==> src/rtl/add_accumulator.sv <==
// add_accumulator: folds a stream of num_ops 8-bit operands into one sum
// through an internal ripple-carry adder, tracks unsigned wrap, and hands
// the final sum downstream with a valid/ready handshake.
//
// state | meaning
// IDLE  | waiting for start, no operand or result handshake
// ACCUM | accepting operands until remaining reaches zero
// DONE  | result held on sum/overflow until out_ready

module add (
  input  logic [7:0] a,
  input  logic [7:0] b,
  output logic [7:0] s
);

  logic [7:0] c;

  // Ripple-carry chain; the carry out of bit 7 is not exposed.
  always_comb begin
    c    = '0;
    s    = '0;
    for (int i = 0; i < 8; i++) begin
      s[i] = a[i] ^ b[i] ^ c[i];
      if (i < 7) c[i+1] = (a[i] & b[i]) | (a[i] & c[i]) | (b[i] & c[i]);
    end
  end

endmodule

module add_accumulator (
  input  logic       clk,
  input  logic       reset,
  input  logic       start,
  input  logic [3:0] num_ops,
  input  logic [7:0] in_data,
  input  logic       in_valid,
  output logic       in_ready,
  output logic [7:0] sum,
  output logic       overflow,
  output logic       out_valid,
  input  logic       out_ready,
  output logic       busy
);

  typedef enum logic [1:0] {IDLE, ACCUM, DONE} state_t;

  state_t     state;
  logic [7:0] acc;
  logic [3:0] remaining;
  logic       ovf;
  logic [7:0] add_sum;

  add u_add (
    .a (acc),
    .b (in_data),
    .s (add_sum)
  );

  // Sequencer and datapath registers; a result below the old sum means wrap.
  always_ff @(posedge clk) begin
    if (reset) begin
      state     <= IDLE;
      acc       <= '0;
      remaining <= '0;
      ovf       <= 1'b0;
    end else begin
      case (state)
        IDLE: begin
          if (start) begin
            acc       <= '0;
            ovf       <= 1'b0;
            remaining <= num_ops;
            state     <= (num_ops == 4'd0) ? DONE : ACCUM;
          end
        end
        ACCUM: begin
          if (in_valid) begin
            acc       <= add_sum;
            ovf       <= ovf | (add_sum < acc);
            remaining <= remaining - 4'd1;
            if (remaining == 4'd1) state <= DONE;
          end
        end
        DONE: begin
          if (out_ready) state <= IDLE;
        end
        default: state <= IDLE;
      endcase
    end
  end

  assign in_ready  = (state == ACCUM);
  assign out_valid = (state == DONE);
  assign busy      = (state != IDLE);
  assign sum       = acc;
  assign overflow  = ovf;

endmodule

==> config.mk <==
export PLATFORM = sky130hd
export DESIGN_NAME = add_accumulator
export DESIGN_NICKNAME = d
export VERILOG_FILES = /design/src/rtl/add_accumulator.sv
export SDC_FILE = /design/constraint.sdc
export NUM_CORES = 1
export LEC_CHECK = 0
export BUFFER_PORTS_ARGS = -buffer_cell sky130_fd_sc_hd__buf_2
export CAP_MARGIN = 20
export CORE_MARGIN = 5
export CORE_UTILIZATION = 56
export DETAILED_ROUTE_END_ITERATION = 10
export PLACE_DENSITY = 0.84
export SLEW_MARGIN = 20
export SYNTH_ARGS = -nofsm -noshare
export SYNTH_HDL_FRONTEND = slang
export SYNTH_SLANG_ARGS = --single-unit
==> constraint.sdc <==
create_clock -name clk -period 6.2 [get_ports clk]
set_input_delay 0 -clock clk [delete_from_list [all_inputs] [get_ports clk]]
set_output_delay 0 -clock clk [all_outputs]
set_load 0.01 [all_outputs]
==> results of run 1 <==
==> registers in the layout, indices dropped and copies added (netlist names) <==
name,count
sum,8
remaining,4
state,2
overflow,1
==> layer usage <==
layer	vias up	wire length, um
met5	-	0
met4	0	49
met3	6	142
met2	33	1310
met1	465	971
li1	480	-
==> through the flow <==
step                      cells  hold WS (ns)  total power, mW  setup slack, ns
after floorplan             128       0.06907           0.1821            2.332
after global placement      178        0.2898           0.1981            2.328
after detailed placement    178        0.3358           0.2043            2.144
after CTS                   182       0.03224           0.2619            2.124
after global routing        182       0.04308           0.2799            1.923
final                       182       0.03748           0.2598            2.158
==> worst max-delay path, delay by kind of cell (launching register included) <==
family	cells	cell delay [ns]
flip-flops	1	0.40
XOR/XNOR	2	0.31
adder cells (fa/ha/maj)	8	2.83
AO/OA/AOI/OAI	3	0.36
buffers and inverters	1	0.05
==> cell usage after synthesis <==
cell / instances
inv_1: 25
dfxtp_1: 15
nor2_1: 14
ha_1: 11
a21oi_1: 8
a22oi_2: 8
fa_1: 6
a211oi_1: 4
buf_6: 4
nand2_1: 4
nand2b_1: 3
o21ai_0: 3
nand4_1: 2
nor2b_1: 2
nor3_1: 2
xnor2_1: 2
a21o_1: 1
a21oi_2: 1
a311oi_1: 1
a31oi_1: 1
and2_4: 1
clkbuf_1: 1
inv_4: 1
mux2_2: 1
nand2b_4: 1
nor4_1: 1
o2111ai_1: 1
o211ai_1: 1
o21ai_1: 1
o221ai_1: 1
xor2_1: 1
==> power by group <==
| part | total (mW) | internal [mW] | switching (mW) | leakage (nW) |
|---|---|---|---|---|
| combinational | 0.0904 | 0.0377 | 0.0527 | 0.448 |
| clock | 0.0575 | 0.0240 | 0.0335 | 0.0177 |
| sequential | 0.112 | 0.104 | 0.00800 | 0.123 |
| total | 0.260 | 0.166 | 0.0942 | 0.589 |
==> cells by family after synthesis <==
kind of cell / Yosys count / synth area share [%]
DFF: 15 / 26.32
AOI/OAI and AO/OA: 31 / 21.60
buffers and inverters: 31 / 13.05
and+or+nand+nor: 30 / 13.16
muxes: 1 / 0.9868
adders and majority gates: 17 / 22.59
xor gates and xnor gates: 3 / 2.303
==> final timing paths <==
check,from,end,slack (ns),cells past startpoint
max,sum[0]$_SDFFE_PP0P_,overflow$_SDFFE_PP0P_,2.16,14
min,out_ready,state[1]$_SDFFE_PP0P_,0.04,4
max reg2reg,sum[0]$_SDFFE_PP0P_,overflow$_SDFFE_PP0P_,2.16,14
min reg2reg,overflow$_SDFFE_PP0P_,overflow$_SDFFE_PP0P_,0.48,2
==> final cells by class <==
type / count / area (um2)
flip-flops and latches: 15 / 300.3
multi-input cells: 82 / 691.9
inverters: 26 / 100.1
repair buffers: 28 / 140.1
fillers: 191 / 668.1
clock buffers: 3 / 22.52
clock inverters: 1 / 5.005
well taps: 27 / 33.78
==> cell usage in the layout (no fill, tap or decap) <==
| cell type | count |
|---|---|
| a211oi_1 | 4 |
| o21ai_0 | 3 |
| ha_1 | 11 |
| inv_4 | 1 |
| a22oi_2 | 8 |
| dfxtp_1 | 15 |
| nand2b_4 | 1 |
| buf_2 | 28 |
| nand2b_1 | 3 |
| nor4_1 | 1 |
| a21o_1 | 1 |
| xnor2_1 | 2 |
| a21oi_1 | 8 |
| clkbuf_4 | 3 |
| mux2_2 | 1 |
| nand2_1 | 4 |
| a21oi_2 | 1 |
| fa_1 | 6 |
| o221ai_1 | 1 |
| o2111ai_1 | 1 |
| xor2_1 | 1 |
| nor3_1 | 2 |
| and2_4 | 1 |
| a311oi_1 | 1 |
| a31oi_1 | 1 |
| clkinv_2 | 1 |
| nor2b_1 | 2 |
| nor2_1 | 14 |
| o211ai_1 | 1 |
| inv_1 | 25 |
| nand4_1 | 2 |
| o21ai_1 | 1 |
==> metrics.yaml, run 1 <==
run_status:
  status: "complete, no violations"
floorplanning:
  io_pins: 29
  start_util_pct: 58.16
  die_w_um: 55.14
  die_h_um: 55.14
  num_rows: 16
  fp.dieArea_um2: 3040
  core_area_um2: 1962
cts:
  cts_sinks: 15
  clockBufferDepth: 2
  htreeDepth: 1
  clk_pin_slew_ns: 0.10
  post_cts_buffers: 0
  cts_made_buffers: 3
  cts_tree: "built"
  cts-resized-gates: 0
  ctsHoldBuffers: 0
  root_buffer: "clkbuf_4"
  clk_latency_ns: 0.29
timing:
  finalHoldViolCount: 0
  tightest_slew_ns: 0.5641
  max_freq_mhz: 247.4
  relSlewSlack_pct: 62.40
  rsz0062_at_grt: "false"
  fin_crit_sh_pct: 65.20
  drv_slew: 0
  setup_viol: 0
  period_needed_ns: 4.042
  fin_skew_ns: 0.01078
  setup_tns_ns: 0
placement:
  dp_hpwl_mm: 2.008
  place.gp.congestion: 0.8326
  dpl_cell_area_um2: 1266
  io_buffers: 28
synth:
  synth_seq_area_share_pct: 26.32
  synth.avg_cell_area_um2: 8.915
  netlist_top_cells_area: "dfxtp_1, ha_1, fa_1"
  synth_nets: 162
  syn_area_um2: 1141
  yosysWarnings: 0
  netlist_instances: 128
  ys_types: 31
  ys_ff_latch: 15
  yosysTopAreaCell: "dfxtp_1"
  synth_top_cell_area_share_pct: 26.32
worst_setup_path:
  slowest_stage: "fa_1"
  crit_fanout: 4
  path_common_cell: "fa_1"
  worstSetupPathType: "register to register"
  crit_path_start_kind: "register"
  setup.worst_path.end_class: "register"
  cp.arrival_ns: 4.24
  cp.required_ns: 6.39
  crit_chain: "ha_1, inv_1, fa_1, fa_1, fa_1, fa_1, fa_1, fa_1, xnor2_1, xnor2_1, ha_1, o21ai_0, o2111ai_1, o21ai_1"
  cp_slowest_stage_delay_ns: 0.41
power_and_ir_drop:
  ir_drop_mv: 0.1329
  power_density_nw_per_um2: 200.8
  p_leak_nw: 0.5886
global_route:
  grt_overflow: 0
  antenna_found_initial: 0
  grt_max_degree: 16
  use_met3_pct: 5.362
  gr-max-usage-layer: "met2"
  grt_pass1_vias: 1048
  grt_pass1_wl_mm: 4.126
  gr-usage-met1_pct: 18.88
  use_met2_pct: 36.02
  grt_util_all_layers_pct: 19.22
final_layout:
  nets: 190
  post-route-util_pct: 65.94
  drive_gt1_share_pct: 29.03
  diodes: 0
  final_area_um2: 1294
  syn_to_final_growth_pct: 13.38
drt:
  via_count: 984
  post_drt_wl_per_cell_um: 13.60
  vias_per_cell: 5.407
  drcViolationCount: 0
  routed_wl_mm: 2.475
  drt_iter0_markers: 15
  antenna_left: 0
  drt_first_pass_iters: 5
flow_run:
  cap_violations: 0
worst_hold_path:
  hold_class: "input pin to register"
Power figures use the tool's default switching activity.
==> inputs of run 2 (changes only) <==
Settings changed: CORE_UTILIZATION 56 to 47, PLACE_DENSITY 0.84 to 0.75.
Clock period 6.2 ns to 3.3 ns, I/O delays scaled along.
==> run 2 against run 1 <==
Compared with the run above: the run now ends with negative setup slack left; via count shrank 0.51%; flip-flop and latch count is the same; cell area grew 8.5%; clock power grew 98%; first-iteration DRC count grew 53%; critical path depth is the same; count of clock-buffer cells in the layout is the same; global-route usage shrank 2.6 points; die area grew 16%; sequential share of layout area shrank 1.6 points; worst hold slack lost 0.028 ns; largest cell class unchanged; largest power group unchanged; highest routed layer unchanged.
==> metrics.yaml, run 2 (synthesis gave the netlist of run 1 again) <==
timing:
  period_needed_ns: 3.672  # -0.3699 ns
  setup_tns_ns: -0.4076  # -0.4076 ns
  setup_viol: 2  # +2
  layout_setup_ws_ns: -0.3724  # -2.530 ns
  fin_crit_sh_pct: 111.3  # +46 points
  drv_slew: 0  # unchanged
  max_freq_mhz: 272.3  # +10%
  tightest_slew_ns: 0.5603  # -0.003781 ns
  rsz0062_at_grt: "true"
  relSlewSlack_pct: 62.65  # +0.25 points
  finalHoldViolCount: 0  # unchanged
  fin_skew_ns: 0.003921  # -0.006862 ns
  timing.hold.ws_ns: 0.009528  # -0.02795 ns
final_layout:
  largest_register_ffs: 8  # unchanged
  nets: 198  # +4.2%
  mostFrequentLayoutCells: "buf_2, inv_1, nor2_1, dfxtp_1, ha_1"
  drive_gt1_share_pct: 39.26  # +10 points
  diodes: 0  # unchanged
  post-route-util_pct: 62.26  # -3.7 points
  fin_cells: 191  # +4.9%
  syn_to_final_growth_pct: 23.03
  mostFrequentLayoutCell: "buf_2"
worst_setup_path:
  ff2ff_path_depth: 14  # unchanged
  setup.worst_path.end_class: "register"
  crit_fanout: 2  # -2
  worstSetupPathType: "register to register"
  crit_path_start_kind: "register"
  cp.arrival_ns: 3.87  # -0.37 ns
  cp.required_ns: 3.50  # -2.89 ns
drt:
  routed_wl_mm: 2.562  # +3.5%
  antenna_left: 0  # unchanged
  post_drt_wl_per_cell_um: 13.41  # -1.4%
  drt_iter0_markers: 23  # +8
  drcViolationCount: 0  # unchanged
  vias_per_cell: 5.126  # -5.2%
  via_count: 979  # -0.51%
  drt_first_pass_iters: 4  # -1
floorplanning:
  fp.dieArea_um2: 3514  # +16%
  die_w_um: 59.28  # +7.5%
  start_util_pct: 50.61  # -7.6 points
  num_rows: 17  # +1
  io_pins: 29  # unchanged
  die_h_um: 59.28  # +7.5%
  core_area_um2: 2255  # +15%
worst_hold_path:
  min_path_cells: 3  # -1
  hold_class: "input pin to register"
cts:
  clockBufferDepth: 2  # unchanged
  clk_pin_slew_ns: 0.10  # about the same
  cts_sinks: 15  # unchanged
  clk_latency_ns: 0.30  # about the same
  cts_tree: "built"
  root_buffer: "clkbuf_4"
  htreeDepth: 1  # unchanged
  cts_made_buffers: 3  # unchanged
global_route:
  grt_util_all_layers_pct: 16.64  # -2.6 points
  grt_max_degree: 16  # unchanged
  grt_pass1_vias: 1063  # +1.4%
  grt_overflow: 0  # unchanged
  antenna_found_initial: 0  # unchanged
  grt_pass1_wl_mm: 4.436  # +7.5%
placement:
  io_buffers: 28  # unchanged
  dpl.cell_count: 186  # +4.5%
  place.gp.congestion: 0.7801  # -6.3%
  dp_hpwl_mm: 2.010  # about the same
power_and_ir_drop:
  p_total_mw: 0.5093  # +96%
  power_density_nw_per_um2: 362.8  # +81%
  ir_drop_mv: 0.2296  # +73%
  p_leak_nw: 0.6388  # +8.5%
flow_run:
  cap_violations: 0  # unchanged
run_status:
  violations: "negative setup slack"
  status: "finished, violations left"
run 2: cell types whose count changed in the layout (fill, tap and decap cells not counted), sizes merged:
cell and delta:
dlygate4sd3 +1, buf +7
run 2: power breakdown:
group	leakage (nW)	internal [mW]	switching, mW
sequential	0.123	0.195	0.0141
combinational	0.498	0.0842	0.103
clock	0.0177	0.0452	0.0684
total	0.639	0.324	0.185
run 2: cell type report:
type	instances	area, um2
inverter	26	100.1
timing repair buffer	36	202.7
clock buffer	3	22.52
tap	28	35.03
clock inverter	1	5.005
sequential	15	304.0
fill	218	850.8
multi-input combinational	82	734.5
run 2: timing repair:
| action | CTS | global route |
|---|---|---|
| setup endpoints to repair | 3 | 3 |
| hold buffers | 1 | 0 |
| endpoints found under the hold margin | 1 | 0 |
| pin swaps | 3 | 4 |
| buffers inserted | 1 | 0 |
| gates resized for setup | 7 | 1 |
run 2: per-layer routing:
layer  global-route usage, %  part of all wire (%)  vias up
met5                       0                     0        -
met4                   7.767                   2.1        0
met3                   1.961                   4.1        5
met2                   30.11                    53       27
met1                   19.13                    41      451
li1                        -                     -      496
run 2: final timing paths:
path	startpoint	to	slack, ns
max	sum[0]$_SDFFE_PP0P_	overflow$_SDFFE_PP0P_	-0.37
min	start	state[0]$_SDFFE_PP0P_	0.01
max reg2reg	sum[0]$_SDFFE_PP0P_	overflow$_SDFFE_PP0P_	-0.37
min reg2reg	overflow$_SDFFE_PP0P_	overflow$_SDFFE_PP0P_	0.47
run 2: critical path, cell delays in order, from the launching register on:
cell       delay (ns)
dfxtp_4          0.37
ha_4             0.12
inv_2            0.03
fa_2             0.33
fa_2             0.35
fa_2             0.35
fa_2             0.35
fa_2             0.35
fa_2             0.36
xnor2_2          0.16
xnor2_2          0.15
ha_1             0.29
o21ai_1          0.07
o2111ai_1        0.20
o21ai_1          0.07
run 2: stage by stage:
stage                     area [um2]  worst slack [ns]
after CTS                       1404           -0.3786
final                           1404           -0.3724
after floorplan                 1157           -0.2824
after global placement          1336           -0.2854
after global routing            1404           -0.4948
after detailed placement        1336           -0.4526
==> inputs of run 3 (changes only) <==
Settings changed: CORE_MARGIN 5 to not set.
==> run 3 against run 2 <==
Compared with the run above: the flow still finishes with violations (negative setup slack); sequential power hardly changed; critical path depth stayed put; non-clock buffer count is 1 higher; flip-flop and latch count stayed put; combinational power hardly changed; final cell count is 0.52% higher; core utilization is 0.28 points higher; worst setup slack better by 0.029 ns; sequential share of layout area is 0.096 points lower; via count is 0.92% lower.
==> metrics.yaml, run 3 (synthesis gave the netlist of run 1 again) <==
power_and_ir_drop:
  ir_drop_mv: 0.2536  # +10%
  power_density_nw_per_um2: 358.8  # -1.1%
  switching_share_pct: 35.92  # -0.43 points
  p_total_mw: 0.5059  # -0.65%
  p_leak_nw: 0.6373  # -0.24%
  internal_power_mw: 0.3242  # about the same
  p_clk_share_pct: 22.5  # +0.2 points
  power.switching_mw: 0.1817  # -1.8%
  combPwrFrac_pct: 36.3  # -0.4 points
  power_frac_seq_pct: 41.2  # +0.2 points
worst_setup_path:
  cp.arrival_ns: 3.84  # -0.03 ns
  cp.required_ns: 3.49  # about the same
  crit_path_start_kind: "register"
  setup.worst_path.end_class: "register"
  crit_fanout: 2  # unchanged
  worstSetupPathType: "register to register"
placement:
  dpl_cell_area_um2: 1336  # unchanged
  dpl.cell_count: 186  # unchanged
  dp_hpwl_mm: 1.764  # -12%
  place.gp.congestion: 0.7979  # +2.3%
  io_buffers: 28  # unchanged
drt:
  drt_first_pass_iters: 4  # unchanged
  via_count: 970  # -0.92%
  drcViolationCount: 0  # unchanged
  antenna_left: 0  # unchanged
  vias_per_cell: 5.052  # -1.4%
  routed_wl_mm: 2.313  # -9.7%
  drt_iter0_markers: 15  # -35%
  post_drt_wl_per_cell_um: 12.05  # -10%
final_layout:
  final_area_um2: 1410  # +0.45%
  fill_cells: 196  # -10%
  largest_register_ffs: 8  # unchanged
  diodes: 0  # unchanged
  mostFrequentLayoutCells: "buf_2, inv_1, nor2_1, dfxtp_1, ha_1"
  fin_cells: 192  # +0.52%
  drive_gt1_share_pct: 38.41  # -0.85 points
  syn_to_final_growth_pct: 23.57
  nets: 199  # +0.51%
  mostFrequentLayoutCell: "buf_2"
cts:
  clk_pin_slew_ns: 0.11  # about the same
  htreeDepth: 1  # unchanged
  cts_sinks: 15  # unchanged
  cts_tree: "built"
  root_buffer: "clkbuf_4"
  cts_made_buffers: 3  # unchanged
  clockBufferDepth: 2  # unchanged
  clk_latency_ns: 0.30  # about the same
timing:
  relSlewSlack_pct: 62.13  # -0.51 points
  max_freq_mhz: 274.4  # +0.78%
  fin_skew_ns: 0.01089  # +0.006974 ns
  layout_setup_ws_ns: -0.3439  # +0.02856 ns
  setup_tns_ns: -0.3516  # +0.05596 ns
  timing.hold.ws_ns: 0.03183  # +0.02230 ns
  period_needed_ns: 3.644  # -0.02856 ns
  drv_slew: 0  # unchanged
  setup_viol: 2  # unchanged
  tightest_slew_ns: 0.5680  # +0.007704 ns
  finalHoldViolCount: 0  # unchanged
  fin_crit_sh_pct: 110.4  # -0.87 points
  rsz0062_at_grt: "true"
floorplanning:
  num_rows: 17  # unchanged
  die_h_um: 51.28  # -13%
  start_util_pct: 50.61  # unchanged
  die_w_um: 51.28  # -13%
  fp.dieArea_um2: 2629  # -25%
  core_area_um2: 2255  # unchanged
  io_pins: 29  # unchanged
global_route:
  grt_pass1_wl_mm: 3.898  # -12%
  grt_overflow: 0  # unchanged
  grt_max_degree: 16  # unchanged
  grt_util_all_layers_pct: 20.29  # +3.7 points
  antenna_found_initial: 0  # unchanged
  grt_pass1_vias: 904  # -15%
worst_hold_path:
  hold_class: "input pin to register"
run_status:
  status: "finished, violations left"
  violations: "negative setup slack"
flow_run:
  cap_violations: 0  # unchanged
==> run 3: cell types whose count changed in the layout (fill, tap and decap cells not counted) <==
cell	previous run	this run
o21ai_0	2	3
o21ai_1	2	1
buf_6	0	1
dlygate4sd3_1	1	2
xnor2_2	2	1
xnor2_1	0	1
buf_4	7	6
==> run 3: per-stage QoR <==
stage / util [%] / worst slack [ns]
floorplan: - / -0.2824
global placement: 59.27 / -0.2878
detailed placement: 59.27 / -0.3743
CTS: 62.38 / -0.3487
global route: 62.54 / -0.4910
finish: 62.54 / -0.3439
==> run 3: area by class of cell <==
cell class / instances / area, um2 / area share (%)
Sequential cell: 15 / 304.0 / 21.56
Tap cell: 28 / 35.03 / 2.484
Clock buffer: 3 / 22.52 / 1.597
Timing Repair Buffer: 37 / 216.5 / 15.35
Clock inverter: 1 / 5.005 / 0.3549
Multi-Input combinational cell: 82 / 726.9 / 51.55
Inverter: 26 / 100.1 / 7.099
==> run 3: path summary, 6_finish.rpt <==
path / end / cells after the start / slack (ns) / from
max: overflow$_SDFFE_PP0P_ / 14 / -0.34 / sum[0]$_SDFFE_PP0P_
min: state[1]$_SDFFE_PP0P_ / 3 / 0.03 / in_valid
max reg2reg: overflow$_SDFFE_PP0P_ / 14 / -0.34 / sum[0]$_SDFFE_PP0P_
min reg2reg: overflow$_SDFFE_PP0P_ / 2 / 0.47 / overflow$_SDFFE_PP0P_
==> run 3: layer usage <==
| metal | GRT usage, % | share of wire (%) | up-vias |
|---|---|---|---|
| met1 | 24.54 | 46 | 443 |
| met4 | 9.910 | 2.0 | 0 |
| met2 | 35.31 | 48 | 24 |
| met5 | 0 | 0 | - |
| met3 | 2.381 | 3.6 | 5 |
| li1 | - | - | 498 |
==> run 3: worst max-delay path, cell delays in order (launching register included) <==
cell     delay (ns)
dfxtp_4        0.37
ha_4           0.12
inv_2          0.03
fa_2           0.33
fa_2           0.34
fa_2           0.35
fa_2           0.35
fa_2           0.35
fa_2           0.36
xnor2_2        0.15
xnor2_1        0.15
ha_1           0.30
nand4_1        0.11
a21oi_1        0.14
o21ai_1        0.08
==> run 3: repair_timing <==
| action | CTS | global route |
|---|---|---|
| resized for setup | 5 | 2 |
| setup endpoints to repair | 3 | 3 |
| hold endpoints to repair | 2 | 0 |
| setup buffers | 0 | 1 |
| pin swaps | 2 | 2 |
| hold buffers | 2 | 0 |
==> run 3: power by group through the flow <==
stage | Clock [mW] | Sequential (mW) | Combinational (mW)
6_report | 0.114 | 0.208 | 0.184
5_1_grt | 0.122 | 0.211 | 0.209
4_1_cts | 0.118 | 0.208 | 0.183
3_5_place_dp | 0 | 0.212 | 0.177
3_3_place_gp | 0 | 0.212 | 0.173
2_1_floorplan | 0 | 0.211 | 0.132
